<file path="config.mk">
export PLATFORM = sky130hd
export DESIGN_NAME = axi4_burst_selftest_master
export DESIGN_NICKNAME = d
export VERILOG_FILES = /design/src/rtl/axi4_selftest_pkg.sv /design/src/rtl/axi4_selftest_checker.sv /design/src/rtl/axi4_burst_selftest_master.sv
export SDC_FILE = /design/constraint.sdc
export NUM_CORES = 1
export LEC_CHECK = 0
export ABC_CLOCK_PERIOD_IN_PS = 4200
export CAP_MARGIN = 15
export CORE_UTILIZATION = 45
export DETAILED_ROUTE_END_ITERATION = 10
export PLACE_DENSITY = 0.79
export SYNTH_ARGS = -nofsm -noshare
export SYNTH_HDL_FRONTEND = slang
export SYNTH_SLANG_ARGS = --single-unit
</file>
<file path="constraint.sdc">
create_clock -name ACLK -period 4.2 [get_ports ACLK]
set_input_delay 0.84 -clock ACLK [delete_from_list [all_inputs] [get_ports ACLK]]
set_output_delay 0.84 -clock ACLK [all_outputs]
set_load 0.01 [all_outputs]
</file>
<file path="src/rtl/axi4_selftest_pkg.sv">
// ---------------------------------------------------------------------------
// axi4_selftest_pkg
// Shared types and helpers for the AXI4 burst self-test master.
//   state_e        : sequencing FSM states (exposed on dbg_state of the top)
//   AXI_BURST_INCR : AxBURST encoding for incrementing bursts
//   AXI_RESP_OKAY  : xRESP encoding for a good response
//   beat_addr()    : byte address of burst b
//   pattern()      : data word written for global beat k (seed + k + 1)
// ---------------------------------------------------------------------------
package axi4_selftest_pkg;

    typedef enum logic [2:0] {
        ST_IDLE    = 3'd0,
        ST_WR_ADDR = 3'd1,
        ST_WR_DATA = 3'd2,
        ST_WR_RESP = 3'd3,
        ST_RD_ADDR = 3'd4,
        ST_RD_DATA = 3'd5,
        ST_DONE    = 3'd6
    } state_e;

    localparam logic [1:0] AXI_BURST_INCR = 2'b01;
    localparam logic [1:0] AXI_RESP_OKAY  = 2'b00;

    // Widest supported data bus; callers truncate to their own DATA_W.
    localparam int unsigned PAT_W = 128;

    function automatic logic [63:0] beat_addr(input logic [63:0] base,
                                              input logic [31:0] b,
                                              input logic [31:0] burst_len,
                                              input logic [31:0] bytes_per_beat);
        return base + 64'(b) * 64'(burst_len) * 64'(bytes_per_beat);
    endfunction

    // Truncating the 128-bit sum gives the result modulo 2^DATA_W.
    function automatic logic [PAT_W-1:0] pattern(input logic [PAT_W-1:0] seed,
                                                 input logic [31:0]      k);
        return seed + PAT_W'(k) + PAT_W'(1);
    endfunction

endpackage

</file>
<file path="src/rtl/axi4_selftest_checker.sv">
// ---------------------------------------------------------------------------
// axi4_selftest_checker
// Read-back comparison and error statistics for the self-test master.
//   clk, rst_n      : clock, asynchronous active-low reset
//   clear           : clear statistics (accepted start)
//   r_hs            : R-channel handshake this cycle
//   r_data/resp/last: R-channel payload
//   exp_data/last   : expected data and RLAST for the current read beat
//   beat_idx        : global beat index k of the current read beat
//   b_hs, b_resp    : B-channel handshake and response
//   extra_err       : one additional error event (e.g. watchdog expiry)
//   err_cnt         : saturating error count
//   first_err_beat  : k of first data mismatch, 0xFFFF if none
// ---------------------------------------------------------------------------
module axi4_selftest_checker
    import axi4_selftest_pkg::*;
#(
    parameter int unsigned DATA_W = 32
) (
    input  logic              clk,
    input  logic              rst_n,
    input  logic              clear,
    input  logic              r_hs,
    input  logic [DATA_W-1:0] r_data,
    input  logic [1:0]        r_resp,
    input  logic              r_last,
    input  logic [DATA_W-1:0] exp_data,
    input  logic              exp_last,
    input  logic [15:0]       beat_idx,
    input  logic              b_hs,
    input  logic [1:0]        b_resp,
    input  logic              extra_err,
    output logic [15:0]       err_cnt,
    output logic [15:0]       first_err_beat
);

    logic [15:0] err_cnt_q, err_cnt_d;
    logic [15:0] first_err_beat_q, first_err_beat_d;
    logic        first_seen_q, first_seen_d;

    logic data_bad;
    logic beat_bad;
    logic b_bad;
    logic err_event;

    assign data_bad = r_hs && (r_data != exp_data);
    // Data, response and RLAST faults on one beat collapse into one event.
    assign beat_bad = data_bad ||
                      (r_hs && ((r_resp != AXI_RESP_OKAY) || (r_last != exp_last)));
    assign b_bad     = b_hs && (b_resp != AXI_RESP_OKAY);
    assign err_event = beat_bad || b_bad || extra_err;

    always_comb begin
        err_cnt_d        = err_cnt_q;
        first_err_beat_d = first_err_beat_q;
        first_seen_d     = first_seen_q;
        if (clear) begin
            err_cnt_d        = '0;
            first_err_beat_d = 16'hFFFF;
            first_seen_d     = 1'b0;
        end else begin
            if (err_event && (err_cnt_q != 16'hFFFF)) begin
                err_cnt_d = err_cnt_q + 16'd1;
            end
            // A separate flag keeps a genuine mismatch at k=0xFFFF from
            // looking like "none recorded yet".
            if (data_bad && !first_seen_q) begin
                first_err_beat_d = beat_idx;
                first_seen_d     = 1'b1;
            end
        end
    end

    always_ff @(posedge clk or negedge rst_n) begin
        if (!rst_n) begin
            err_cnt_q        <= '0;
            first_err_beat_q <= 16'hFFFF;
            first_seen_q     <= 1'b0;
        end else begin
            err_cnt_q        <= err_cnt_d;
            first_err_beat_q <= first_err_beat_d;
            first_seen_q     <= first_seen_d;
        end
    end

    assign err_cnt        = err_cnt_q;
    assign first_err_beat = first_err_beat_q;

endmodule

</file>
<file path="src/rtl/axi4_burst_selftest_master.sv">
// ---------------------------------------------------------------------------
// axi4_burst_selftest_master
// AXI4 master that writes NUM_BURSTS INCR bursts of BURST_LEN beats carrying
// seed+k+1 (k = global beat index), reads them back and checks every beat
// and every write response.
//   ACLK, ARESETN   : clock, asynchronous active-low reset
//   start, seed     : run request (accepted in IDLE/DONE) and pattern offset
//   busy, done, pass: run status; pass = done && err_cnt == 0
//   err_cnt         : saturating failed beat/response count
//   first_err_beat  : k of first read data mismatch, 0xFFFF if none
//   timeout         : watchdog expired (AXI4_SELFTEST_TIMEOUT_EN builds only)
//   M_AXI_*         : AXI4 AW/W/B/AR/R channels (IDs driven 0)
//   dbg_state       : current FSM state
// Optional feature macro: AXI4_SELFTEST_TIMEOUT_EN adds parameter
// TIMEOUT_CYC and the timeout output.
//
// Handshake rule on every channel: a transfer happens on a rising ACLK edge
// where VALID && READY. This master raises VALID from the state register
// only, keeps it and the payload constant until that edge, and raises READY
// only in the state that consumes the channel.
// ---------------------------------------------------------------------------
module axi4_burst_selftest_master
    import axi4_selftest_pkg::*;
#(
    parameter int unsigned       ADDR_W     = 32,
    parameter int unsigned       DATA_W     = 32,
    parameter int unsigned       ID_W       = 1,
    parameter int unsigned       BURST_LEN  = 8,
    parameter int unsigned       NUM_BURSTS = 4,
    parameter logic [ADDR_W-1:0] BASE_ADDR  = '0
`ifdef AXI4_SELFTEST_TIMEOUT_EN
    ,
    parameter int unsigned       TIMEOUT_CYC = 4096
`endif
) (
    input  logic                ACLK,
    input  logic                ARESETN,
    input  logic                start,
    input  logic [DATA_W-1:0]   seed,
    output logic                busy,
    output logic                done,
    output logic                pass,
    output logic [15:0]         err_cnt,
    output logic [15:0]         first_err_beat,
`ifdef AXI4_SELFTEST_TIMEOUT_EN
    output logic                timeout,
`endif
    output logic [ID_W-1:0]     M_AXI_AWID,
    output logic [ADDR_W-1:0]   M_AXI_AWADDR,
    output logic [7:0]          M_AXI_AWLEN,
    output logic [2:0]          M_AXI_AWSIZE,
    output logic [1:0]          M_AXI_AWBURST,
    output logic                M_AXI_AWVALID,
    input  logic                M_AXI_AWREADY,
    output logic [DATA_W-1:0]   M_AXI_WDATA,
    output logic [DATA_W/8-1:0] M_AXI_WSTRB,
    output logic                M_AXI_WLAST,
    output logic                M_AXI_WVALID,
    input  logic                M_AXI_WREADY,
    input  logic [ID_W-1:0]     M_AXI_BID,
    input  logic [1:0]          M_AXI_BRESP,
    input  logic                M_AXI_BVALID,
    output logic                M_AXI_BREADY,
    output logic [ID_W-1:0]     M_AXI_ARID,
    output logic [ADDR_W-1:0]   M_AXI_ARADDR,
    output logic [7:0]          M_AXI_ARLEN,
    output logic [2:0]          M_AXI_ARSIZE,
    output logic [1:0]          M_AXI_ARBURST,
    output logic                M_AXI_ARVALID,
    input  logic                M_AXI_ARREADY,
    input  logic [ID_W-1:0]     M_AXI_RID,
    input  logic [DATA_W-1:0]   M_AXI_RDATA,
    input  logic [1:0]          M_AXI_RRESP,
    input  logic                M_AXI_RLAST,
    input  logic                M_AXI_RVALID,
    output logic                M_AXI_RREADY,
    output logic [2:0]          dbg_state
);

    localparam int unsigned       BYTES      = DATA_W / 8;
    localparam int unsigned       BEAT_W     = (BURST_LEN > 1) ? $clog2(BURST_LEN) : 1;
    localparam int unsigned       BURST_W    = (NUM_BURSTS > 1) ? $clog2(NUM_BURSTS) : 1;
    localparam logic [BEAT_W-1:0] LAST_BEAT  = BEAT_W'(BURST_LEN - 1);
    localparam logic [BURST_W-1:0] LAST_BURST = BURST_W'(NUM_BURSTS - 1);

    state_e               state_q, state_d;
    logic [BURST_W-1:0]   burst_q, burst_d;
    logic [BEAT_W-1:0]    beat_q,  beat_d;
    logic [31:0]          gbeat_q, gbeat_d;   // global beat k, restarts for reads
    logic [DATA_W-1:0]    seed_q,  seed_d;
    logic                 done_q,  done_d;

    logic                 start_acc;
    logic                 aw_hs, w_hs, b_hs, ar_hs, r_hs;
    logic                 timeout_evt;
    logic [ADDR_W-1:0]    burst_addr;
    logic [DATA_W-1:0]    cur_pattern;
    logic                 cur_last;

    logic                 unused_ids;
    assign unused_ids = ^{M_AXI_BID, M_AXI_RID};

    assign start_acc = start && ((state_q == ST_IDLE) || (state_q == ST_DONE));
    assign aw_hs = M_AXI_AWVALID && M_AXI_AWREADY;
    assign w_hs  = M_AXI_WVALID  && M_AXI_WREADY;
    assign b_hs  = M_AXI_BVALID  && M_AXI_BREADY;
    assign ar_hs = M_AXI_ARVALID && M_AXI_ARREADY;
    assign r_hs  = M_AXI_RVALID  && M_AXI_RREADY;

    assign burst_addr  = ADDR_W'(beat_addr(64'(BASE_ADDR), 32'(burst_q), BURST_LEN, BYTES));
    assign cur_pattern = DATA_W'(pattern(PAT_W'(seed_q), gbeat_q));
    assign cur_last    = (beat_q == LAST_BEAT);

    // ---------------------------------------------------------------- FSM
    always_comb begin
        state_d = state_q;
        burst_d = burst_q;
        beat_d  = beat_q;
        gbeat_d = gbeat_q;
        seed_d  = seed_q;
        done_d  = done_q;

        case (state_q)
            ST_IDLE, ST_DONE: begin
                if (start_acc) begin
                    state_d = ST_WR_ADDR;
                    seed_d  = seed;
                    burst_d = '0;
                    beat_d  = '0;
                    gbeat_d = '0;
                    done_d  = 1'b0;
                end
            end
            ST_WR_ADDR: begin
                if (aw_hs) state_d = ST_WR_DATA;
            end
            ST_WR_DATA: begin
                if (w_hs) begin
                    gbeat_d = gbeat_q + 32'd1;
                    if (cur_last) begin
                        beat_d  = '0;
                        state_d = ST_WR_RESP;
                    end else begin
                        beat_d = beat_q + 1'b1;
                    end
                end
            end
            ST_WR_RESP: begin
                if (b_hs) begin
                    if (burst_q == LAST_BURST) begin
                        burst_d = '0;
                        gbeat_d = '0;
                        state_d = ST_RD_ADDR;
                    end else begin
                        burst_d = burst_q + 1'b1;
                        state_d = ST_WR_ADDR;
                    end
                end
            end
            ST_RD_ADDR: begin
                if (ar_hs) state_d = ST_RD_DATA;
            end
            ST_RD_DATA: begin
                if (r_hs) begin
                    gbeat_d = gbeat_q + 32'd1;
                    if (cur_last) begin
                        beat_d = '0;
                        if (burst_q == LAST_BURST) begin
                            state_d = ST_DONE;
                            done_d  = 1'b1;
                        end else begin
                            burst_d = burst_q + 1'b1;
                            state_d = ST_RD_ADDR;
                        end
                    end else begin
                        beat_d = beat_q + 1'b1;
                    end
                end
            end
            default: state_d = ST_IDLE;
        endcase

        // Watchdog expiry abandons the run; leaving the busy states drops
        // every VALID/READY on the next edge.
        if (timeout_evt) begin
            state_d = ST_DONE;
            done_d  = 1'b1;
        end
    end

    always_ff @(posedge ACLK or negedge ARESETN) begin
        if (!ARESETN) begin
            state_q <= ST_IDLE;
            burst_q <= '0;
            beat_q  <= '0;
            gbeat_q <= '0;
            seed_q  <= '0;
            done_q  <= 1'b0;
        end else begin
            state_q <= state_d;
            burst_q <= burst_d;
            beat_q  <= beat_d;
            gbeat_q <= gbeat_d;
            seed_q  <= seed_d;
            done_q  <= done_d;
        end
    end

    // ----------------------------------------------------------- watchdog
`ifdef AXI4_SELFTEST_TIMEOUT_EN
    logic [31:0] to_cnt_q, to_cnt_d;
    logic        timeout_q, timeout_d;
    logic        any_hs;

    assign any_hs      = aw_hs || w_hs || b_hs || ar_hs || r_hs;
    assign timeout_evt = busy && !any_hs && (to_cnt_q == 32'(TIMEOUT_CYC - 1));

    always_comb begin
        to_cnt_d  = (busy && !any_hs) ? (to_cnt_q + 32'd1) : '0;
        timeout_d = timeout_q;
        if (start_acc) begin
            timeout_d = 1'b0;
        end else if (timeout_evt) begin
            timeout_d = 1'b1;
        end
    end

    always_ff @(posedge ACLK or negedge ARESETN) begin
        if (!ARESETN) begin
            to_cnt_q  <= '0;
            timeout_q <= 1'b0;
        end else begin
            to_cnt_q  <= to_cnt_d;
            timeout_q <= timeout_d;
        end
    end

    assign timeout = timeout_q;
`else
    assign timeout_evt = 1'b0;
`endif

    // ------------------------------------------------------------ checker
    axi4_selftest_checker #(
        .DATA_W (DATA_W)
    ) u_checker (
        .clk            (ACLK),
        .rst_n          (ARESETN),
        .clear          (start_acc),
        .r_hs           (r_hs),
        .r_data         (M_AXI_RDATA),
        .r_resp         (M_AXI_RRESP),
        .r_last         (M_AXI_RLAST),
        .exp_data       (cur_pattern),
        .exp_last       (cur_last),
        .beat_idx       (gbeat_q[15:0]),
        .b_hs           (b_hs),
        .b_resp         (M_AXI_BRESP),
        .extra_err      (timeout_evt),
        .err_cnt        (err_cnt),
        .first_err_beat (first_err_beat)
    );

    // ------------------------------------------------------------ outputs
    assign busy      = (state_q != ST_IDLE) && (state_q != ST_DONE);
    assign done      = done_q;
    assign pass      = done_q && (err_cnt == 16'd0);
    assign dbg_state = state_q;

    assign M_AXI_AWID    = '0;
    assign M_AXI_AWADDR  = burst_addr;
    assign M_AXI_AWLEN   = 8'(BURST_LEN - 1);
    assign M_AXI_AWSIZE  = 3'($clog2(BYTES));
    assign M_AXI_AWBURST = AXI_BURST_INCR;
    assign M_AXI_AWVALID = (state_q == ST_WR_ADDR);

    assign M_AXI_WDATA   = cur_pattern;
    assign M_AXI_WSTRB   = '1;
    assign M_AXI_WLAST   = cur_last;
    assign M_AXI_WVALID  = (state_q == ST_WR_DATA);

    assign M_AXI_BREADY  = (state_q == ST_WR_RESP);

    assign M_AXI_ARID    = '0;
    assign M_AXI_ARADDR  = burst_addr;
    assign M_AXI_ARLEN   = 8'(BURST_LEN - 1);
    assign M_AXI_ARSIZE  = 3'($clog2(BYTES));
    assign M_AXI_ARBURST = AXI_BURST_INCR;
    assign M_AXI_ARVALID = (state_q == ST_RD_ADDR);

    assign M_AXI_RREADY  = (state_q == ST_RD_DATA);

endmodule
</file>
## After elaboration in Yosys (flattened, before gate mapping)

Cells that the tools add are included.

| cells by class | value |
|---|---|
| add/subtract/negate cells | 6 |
| multipliers | 0 |
| div/mod/pow operators | 0 |
| order comparisons | 0 |
| equal/unequal tests | 23 |
| shifts and indexed selects | 0 |
| muxes and demuxes | 40 |
| bitwise gates (word level) | 0 |
| reduce and logical (&&, ||, !) cells | 36 |

Operator list:

| kind | count |
|---|---|
| $mux 32 | 5 |
| $pmux 32 s4 | 1 |
| $add 32x1->32 const B | 2 |
| $mux 16 | 4 |
| $mux 3 | 13 |
| $add 32x32->32 | 1 |
| $ne 32x32->1 | 1 |
| $ne 2x1->1 const B | 9 |
| $pmux 3 s6 | 1 |
| $add 16x1->16 const B | 1 |
| $logic_not 16->1 | 1 |
| $ne 16x16->1 const B | 1 |
| $mux 2 | 7 |
| $logic_and 1x1->1 | 13 |
| $eq 3x3->1 const B | 4 |
| $reduce_and 6->1 | 2 |
| $reduce_bool 2->1 | 5 |
| $pmux 3 s3 | 1 |
| $reduce_bool 3->1 | 3 |
| $reduce_and 8->1 | 1 |
| $eq 3x2->1 const B | 2 |
| $mux 1 | 6 |
| $pmux 2 s3 | 1 |
| $reduce_and 5->1 | 1 |
| other kinds (15) | 19 |

| storage, ports and cells | value |
|---|---|
| flip-flop bits (word level) | 106 |
| latch bits | 0 |
| bits in writable memories | 0 |
| memory bits (read-only) | 0 |
| logic and storage cells | 114 |
| memories | 0 |

## Logic depth before layout (Yosys ltp)

Gate-level depths: netlist (run 1).

| logic depth | value |
|---|---|
| depth in word-level cells | 9 |
| gate-level depth with buffers | 17 |
| mapped depth without buffers | 15 |

## Hierarchy

Synthesis (run 1) repeated with hierarchy kept, for this count alone.

| second synthesis, totals | value |
|---|---|
| cell total of the unflattened synthesis | 899 |
| area, all modules | 8,005.2 µm² |

Modules (own cells, without submodules):

| module | instances | cells each | area each (µm²) |
|---|---|---|---|
| axi4_burst_selftest_master | 1 | 692 | 5,959.5 |
| axi4_selftest_checker | 1 | 207 | 2,045.7 |

## Least setup slack after synthesis (run 1)

OpenSTA, ideal clock, no wires.

| timing path | value |
|---|---|
| path kind | register -> register |
| start point | register gbeat_q[0] |
| end point | register u_checker.err_cnt_q[14] (netlist: u_checker.err_cnt[14]) |
| library setup time | 131 ps |
| arrival time | 4,051 ps |
| data required time | 4,069 ps |
| slack | 18 ps |
| stages on the path, launching flop included | 17 |
| period minus slack after synthesis | 4,182 ps |
| path through | dfrtp_1 > inv_1 > ha_1 > fa_1 > nor2b_1 > o31ai_2 > a21oi_2 > o311ai_4 > nand2_2 > xor3_1 > or4_1 > or4_4 > nor4_4 > or2_1 > buf_6 > nor3b_1 > or3_1 |

| on the way | value |
|---|---|
| longest elaborated chain between the ends | 8 |

Ends and longest elaborated chain:

| item | line | RTL |
|---|---|---|
| start: declaration | axi4_burst_selftest_master.sv:89 | `logic [31:0] gbeat_q, gbeat_d;` |
| start signal: assignment | axi4_burst_selftest_master.sv:203 | `gbeat_q <= gbeat_d;` |
| $add 32x32->32 | axi4_selftest_pkg.sv:38 | `return seed + PAT_W'(k) + PAT_W'(1);` |
| $add 32x1->32 | axi4_selftest_pkg.sv:38 |  |
| $ne 32x32->1 | axi4_selftest_checker.sv:46 | `assign data_bad = r_hs && (r_data != exp_data);` |
| $logic_and 1x1->1 | axi4_selftest_checker.sv:46 |  |
| $logic_or 1x1->1 | axi4_selftest_checker.sv:48 | `assign beat_bad = data_bad \|\|` |
| $logic_or 1x1->1 | axi4_selftest_checker.sv:51 | `assign err_event = beat_bad \|\| b_bad \|\| extra_err;` |
| $logic_and 1x1->1 | axi4_selftest_checker.sv:62 | `if (err_event && (err_cnt_q != 16'hFFFF)) begin` |
| $reduce_bool 2->1 (no source line) | - |  |
| end signal: assignment | axi4_selftest_checker.sv:80 | `err_cnt_q <= err_cnt_d;` |
| end: declaration | axi4_selftest_checker.sv:37 | `logic [15:0] err_cnt_q, err_cnt_d;` |

Every way passes these cells.
A chain may end at the register's enable or synchronous reset.

## Worst setup path in the final report (run 1)

| timing path | value |
|---|---|
| start point | register gbeat_q[0] |
| end point | output port M_AXI_WDATA[26] |

| on the way | value |
|---|---|
| longest elaborated chain between the ends | 2 |

Ends and longest elaborated chain:

| item | line | RTL |
|---|---|---|
| $add 32x32->32 | axi4_selftest_pkg.sv:38 |  |
| $add 32x1->32 | axi4_selftest_pkg.sv:38 |  |
| end: declaration | axi4_burst_selftest_master.sv:55 | `output logic [DATA_W-1:0] M_AXI_WDATA,` |

Every way passes these cells.

==> results_dict.tcl, run 1 <==
set metrics [dict create \
    antenna_found_initial 0 \
    tightest_slew_ns 0.878 \
    netlist_top_cells_count "181 x nand2_1, 96 x nor2_1, 95 x buf_4" \
    cts_made_buffers 9 \
    synth_area_per_cell_um2 8.07 \
    die_w_um 144 \
    yosysSeqAreaShare 0.296 \
    die-area_um2 20600 \
    grtUsageTotal 0.254 \
    synth_area_um2 9010 \
    drtPass1Iterations 5 \
    synth-edff-count 0 \
    fin_skew_ns 0.00707 \
    required_ns 3.36 \
    wl_per_cell_um 16.7 \
    drtIter0Drc 539 \
    clkLatencyLatePin_ns 0.36 \
    clkTransAtPathRegs_ns 0.07 \
    synth_top_area_frac 0.250 \
    slew_headroom 0.414 \
    grt-ovfl-total 0 \
    routabilityCongestion 0.956 \
    drc 0 \
    min_period_ns 4.11 \
    drive_gt1_frac 0.126 \
    finalSetupViolCount 0 \
    grt_pass1_vias 7923 \
    fin_total_pwr_mw 5.57 \
    io_buffers 156 \
    grt_pass1_wl_um 40400 \
    synth_most_common_cell "nand2_1" \
    htree_levels 3 \
    maxCapViolCount 0 \
    met1_usage 0.326 \
    layout.nets 1421 \
    setup.worst_path.end_class "output pin" \
    crit_chain "inv_1 > ha_1 > fa_2 > nor2b_4 > o31ai_4 > a21oi_2 > o31a_1 > buf_4 > o21ba_2 > xor2_1 > clkdlybuf4s50_1" \
    rows 51 \
    grt_max_degree 66 \
    die_h_um 144 \
    vdd_drop_max_mv 0.250 \
    path_class "reg2out" \
    cp_slowest_stage_delay_ns 0.57 \
    busiest_layer "met2" \
    vias 8578 \
    ant_nets 0 \
    worst_path_max_delay_cell "clkdlybuf4s50_1" \
    tns_ns 0 \
    place_hpwl_um 20600 \
    synthCells 1117 \
    finalCritPeriodShare 0.979 \
    yosysWarnings 0 \
    clk_path_buf_depth 2 \
    met3_usage 0.0390 \
    synth.area.top_cells "dfrtp_1 25%, buf_4 7.9%, nand2_1 7.5%" \
    dp.cells 1554 \
    core_um2 19500 \
    worstPathMaxFanout 3 \
    clockRootBuffer "clkbuf_16" \
    routed_wl_um 26300 \
    cellPowerDensity_nw_per_um2 490 \
    crit_path_start_kind "flop" \
    synth_top_cell_by_area "dfrtp_1" \
    slew_violations 0 \
    outcome "complete, no violations" \
    grtUsageMet2 0.427 \
    diodes 0 \
    holdCritPathClass "reg2reg" \
    post-route-util 0.582 \
    viasPerCell 5.45 \
    synth_seq_cells 106 \
    clkSinkCount 106 \
    initial_utilization 0.462 \
    boundaryPins 251 \
    synthFlopType "dfrtp_1" \
    synth.distinct_cells 84 \
    worstPathArrival_ns 3.27 \
    fin_cells 1573 \
    p_leak_nw 5.17 \
    fmax_mhz 243 \
    syn_to_final_growth_pct 26.1 \
    synth_async_sr_flop_share 1.00 \
    whs_ns 0.488 \
    cts_tree "yes" \
    hold_viol 0 \
]
per-stage QoR:
| stage | setup slack (ns) | instance area [um2] |
|---|---|---|
| after floorplan | 0.0177 | 9350 |
| after global placement | -0.0484 | 10800 |
| after detailed placement | -0.0952 | 10800 |
| after CTS | 0.00172 | 11200 |
| after global routing | -0.0492 | 11400 |
| final | 0.0885 | 11400 |
worst paths after layout:
path	from	end	slack, ns	cells after the start
worst min-delay path	seed_q[15]	seed_q[15]	0.49	2
max in group asynchronous	ARESETN	u_checker.first_err_beat[15]	2.73	2
worst max register to register	gbeat_q[0]	u_checker.err_cnt[13]	0.13	16
worst min register to register	seed_q[15]	seed_q[15]	0.49	2
worst max-delay path	gbeat_q[0]	M_AXI_WDATA[26]	0.09	11
min in group asynchronous	ARESETN	seed_q[1]	0.60	1
critical path, delay by kind of cell, from the launching register on:
kind / cells / cell delay, ns
AO/OA/AOI/OAI: 4 / 1.02
adder cells (fa/ha/maj): 2 / 0.45
XOR/XNOR: 1 / 0.18
AND/OR/NAND/NOR: 1 / 0.07
flip-flops: 1 / 0.38
buffers and inverters: 3 / 0.82
cells in the final DEF (no fill, tap or decap), types with 5 or more instances in the layout:
| cell | count |
|---|---|
| conb_1 | 92 |
| nor4_1 | 10 |
| inv_1 | 39 |
| o31ai_1 | 8 |
| o21ai_1 | 5 |
| nor3_1 | 29 |
| o21ai_0 | 53 |
| dfstp_2 | 16 |
| buf_4 | 67 |
| ha_1 | 33 |
| a21o_1 | 10 |
| xor2_1 | 31 |
| nand2_1 | 180 |
| a21oi_2 | 9 |
| nand3_1 | 46 |
| dfrtp_1 | 90 |
| nand4_1 | 25 |
| o211ai_1 | 6 |
| and3_1 | 10 |
| or3_1 | 15 |
| clkbuf_16 | 10 |
| mux2i_1 | 22 |
| a21oi_1 | 42 |
| and4_1 | 7 |
| o21a_1 | 6 |
| nor4b_1 | 5 |
| nor2b_1 | 7 |
| xnor2_1 | 49 |
| nand3b_1 | 5 |
| and2_1 | 6 |
| clkdlybuf4s50_1 | 151 |
| nor2_1 | 96 |
power by group:
| part | leakage [nW] | switching [mW] | internal, mW |
|---|---|---|---|
| logic | 3.67 | 1.78 | 1.50 |
| clock network | 0.138 | 0.392 | 0.437 |
| registers | 1.37 | 0.189 | 1.27 |
per-layer routing:
layer,vias up,share of wire
li1,4085,-
met3,50,0.061
met5,-,0
met1,4130,0.43
met4,0,0.030
met2,313,0.48
layout make-up:
cell class                      instances  area [um2]
Clock buffer                           11         253
Clock inverter                          5        37.5
Fill cell                            1820        8150
Inverter                               39         146
Multi-Input combinational cell        922        5810
Sequential cell                       106        2670
Tap cell                              265         332
Timing Repair Buffer                  225        2130
kinds of logic (layout without fill, tap and decap cells):
family	after synthesis	count (layout)	synth area share
compound gates	197	197	0.148
xor+xnor	87	87	0.0941
fa+ha+maj	39	39	0.0550
buf+inv	179	280	0.119
flops	106	106	0.296
mux	27	27	0.0305
other cells	2	92	0.000833
simple gates	480	480	0.256
flip-flops by register name, indices dropped and copies added (netlist names):
name and flops:
seed_q 32, u_checker.err_cnt 16, u_checker.first_seen_q 1, gbeat_q 32, done 1, beat_q 3, burst_q 2, u_checker.first_err_beat 16
dbg_state 3
timing repair:
item	in CTS	in global routing
gates cloned	0	1
endpoints found under the setup margin	34	39
hold endpoints to repair	0	0
hold buffers	0	0
setup buffers	1	1
pin swaps	3	11
resized for setup	14	34
Power figures use the tool's default switching activity.
==> run 2, diff against run 1 <==
ABC_AREA = 1   (was unset)
ABC_CLOCK_PERIOD_IN_PS = 5070   (was 4200)
CORE_UTILIZATION = 54   (was 45)
GPL_ROUTABILITY_DRIVEN = 1   (was unset)
PLACE_DENSITY = 0.88   (was 0.79)
clock period = 5.07 ns   (was 4.2 ns; I/O delays follow)
==> results_dict.tcl, run 2 <==
set metrics [dict create \
    synth-simple-area-share 0.401 \
    synth.area.top_cells "dfrtp_1 24%, nand2_1 20%, inv_1 9.0%" \
    cts_tree "yes" \
    final_cell_mix "494 x nand2_1, 227 x inv_1, 155 x clkdlybuf4s50_1" \
    synth_async_sr_flop_share 1.00 \
    post-route-util 0.648 \
    drc 0 \
    outcome "complete, no violations" \
    synth_compound_area_frac 0.0487 \
    holdCritPathClass "reg2reg" \
    synthMuxAreaShare 0 \
    wl_per_cell_um 12.9 \
    routabilityCongestion 0.962 \
    worstPathArrival_ns 3.00 \
    crit_end "M_AXI_WDATA[16]" \
    synthFlopType "dfrtp_1" \
    p_leak_nw 6.08 \
    synth_area_um2 9480 \
    core_um2 17200 \
    grt_max_degree 70 \
    drtPass1Iterations 5 \
    die_w_um 135 \
    place_hpwl_um 19300 \
    synth.distinct_cells 51 \
    dp.cells 1841 \
    multi_input_area_um2 5460 \
    grt_pass1_vias 8714 \
    finalSetupViolCount 0 \
    tightest_slew_ns 1.01 \
    syn_to_final_growth_pct 17.9 \
    post_cts_resized 0 \
    fill_cells 1497 \
    yosysWarnings 0 \
    maxCapViolCount 0 \
    r2r_start "gbeat_q[0]" \
    setup.worst_path.end_class "output pin" \
    initial_utilization 0.550 \
    synth_area_per_cell_um2 6.41 \
    routed_wl_um 23900 \
    synth_top_cell_by_area "dfrtp_1" \
    clkSinkCount 106 \
    diodes 0 \
    vias 9405 \
    top_regs "gbeat_q: 32 flops, seed_q: 32 flops" \
    fmax_mhz 249 \
    hold_buffers 0 \
    grtUsageTotal 0.268 \
    path_class "reg2out" \
    ant_nets 0 \
    layout_commonest_cell "nand2_1" \
    fin_cells 1857 \
    synth-edff-count 0 \
    cts_made_buffers 9 \
    worstPathMaxFanout 5 \
    rows 48 \
    hold_viol 0 \
    layout.nets 1745 \
    slew_violations 0 \
    required_ns 4.06 \
    whs_ns 0.482 \
    rsz0062_at_grt "false" \
    tns_ns 0 \
    synth_seq_cells 106 \
    viasPerCell 5.06 \
    fin_skew_ns 0.00588 \
    clk_path_buf_depth 2 \
    pre_cts_ws_ns 1.45 \
    crit_path_start_kind "flop" \
    r2r_slack_ns 1.58 \
    grt-ovfl-total 0 \
    drtIter0Drc 598 \
    synthCells 1479 \
    io_buffers 156 \
    fin_ws_ns 1.06 \
    clkLatencyLatePin_ns 0.34 \
    htree_levels 3 \
    r2r-end "u_checker.first_err_beat[11]" \
    crit_path_start "gbeat_q[0]" \
    postCtsSetupBuffers 0 \
    synth_top_area_frac 0.237 \
    synth_xor_area_frac 0.0371 \
    regArea_um2 2670 \
    rr_worst_depth 21 \
    synth_top_family_by_area "simple AND/OR/NAND/NOR gates" \
    boundaryPins 251 \
    min_period_ns 4.01 \
    netlist_top_cells_count "494 x nand2_1, 227 x inv_1, 142 x nor2_1" \
    antenna_found_initial 0 \
    clkTransAtPathRegs_ns 0.07 \
    slew_headroom 0.324 \
    grt_pass1_wl_um 39000 \
    synth_most_common_cell "nand2_1" \
    cellPowerDensity_nw_per_um2 392 \
    finalCritPeriodShare 0.791 \
    yosysSeqAreaShare 0.282 \
    die-area_um2 18100 \
    vdd_drop_max_mv 0.395 \
    drive_gt1_frac 0.0631 \
    synthAdderAreaFrac 0.0522 \
    die_h_um 135 \
    clockRootBuffer "clkbuf_16" \
]
[run 2: cell count changes in the layout (fill, tap and decap cells not counted), moves of 22 or more]
cell and delta:
o21ai_0 -24, inv_1 +188, nor2_1 +46, xnor2_1 -35, mux2i_1 -22, nand2_1 +314
buf_4 -63, nand3_1 +62
[run 2: metal layers]
metal,global-route usage,up-vias,wire (um)
li1,-,4710,-
met1,0.322,4256,9790
met2,0.472,379,11800
met3,0.0353,60,1450
met4,0.129,0,835
met5,0,-,0
[run 2: cell type report]
cell class	instances	area share
Clock buffer	11	0.0227
Clock inverter	5	0.00302
Inverter	238	0.0800
Multi-Input combinational cell	1113	0.488
Sequential cell	106	0.239
Tap cell	225	0.0252
Timing Repair Buffer	159	0.142
[run 2: worst min-delay path by stage]
stage,from,endpoint,slack (ns),cells after the start
floorplan,seed_q[10],seed_q[10],0.45,2
global placement,seed_q[7],seed_q[7],0.46,2
detailed placement,seed_q[28],seed_q[28],0.46,2
CTS,seed_q[28],seed_q[28],0.48,2
global route,u_checker.first_err_beat[10],u_checker.first_err_beat[10],0.51,2
finish,seed_q[14],seed_q[14],0.48,2
[run 2: cell families (layout without fill, tap and decap cells)]
group,count (synthesis),count (layout)
adders and majority gates,39,39
buffers and inverters,350,413
and+or+nand+nor,865,865
DFF,106,106
AOI/OAI and AO/OA,82,82
other,2,92
xor gates and xnor gates,35,35
[run 2: power breakdown]
part / internal, mW / leakage [nW] / switching [mW] / total, mW
Combinational: 0.994 / 4.57 / 1.53 / 2.52
Sequential: 1.04 / 1.37 / 0.139 / 1.18
Clock: 0.366 / 0.147 / 0.308 / 0.673
Total: 2.40 / 6.08 / 1.97 / 4.38
[run 2: worst max-delay path, cell delays in order, from the launching register on]
cell and delay (ns):
dfrtp_1 0.39, inv_1 0.14, ha_1 0.23, fa_1 0.41, inv_1 0.12, nand3_1 0.07, nand3_1 0.14, nand2_1 0.09
nand2_2 0.12, nand2_1 0.06, nand2_1 0.10, xor2_1 0.22, clkdlybuf4s50_1 0.57
[run 2: stage by stage]
stage	total power, mW	instance area (um2)
5_1_grt	4.73	11200
3_3_place_gp	3.62	10900
3_5_place_dp	3.70	10900
6_report	4.38	11200
2_1_floorplan	2.83	9820
4_1_cts	4.39	11200
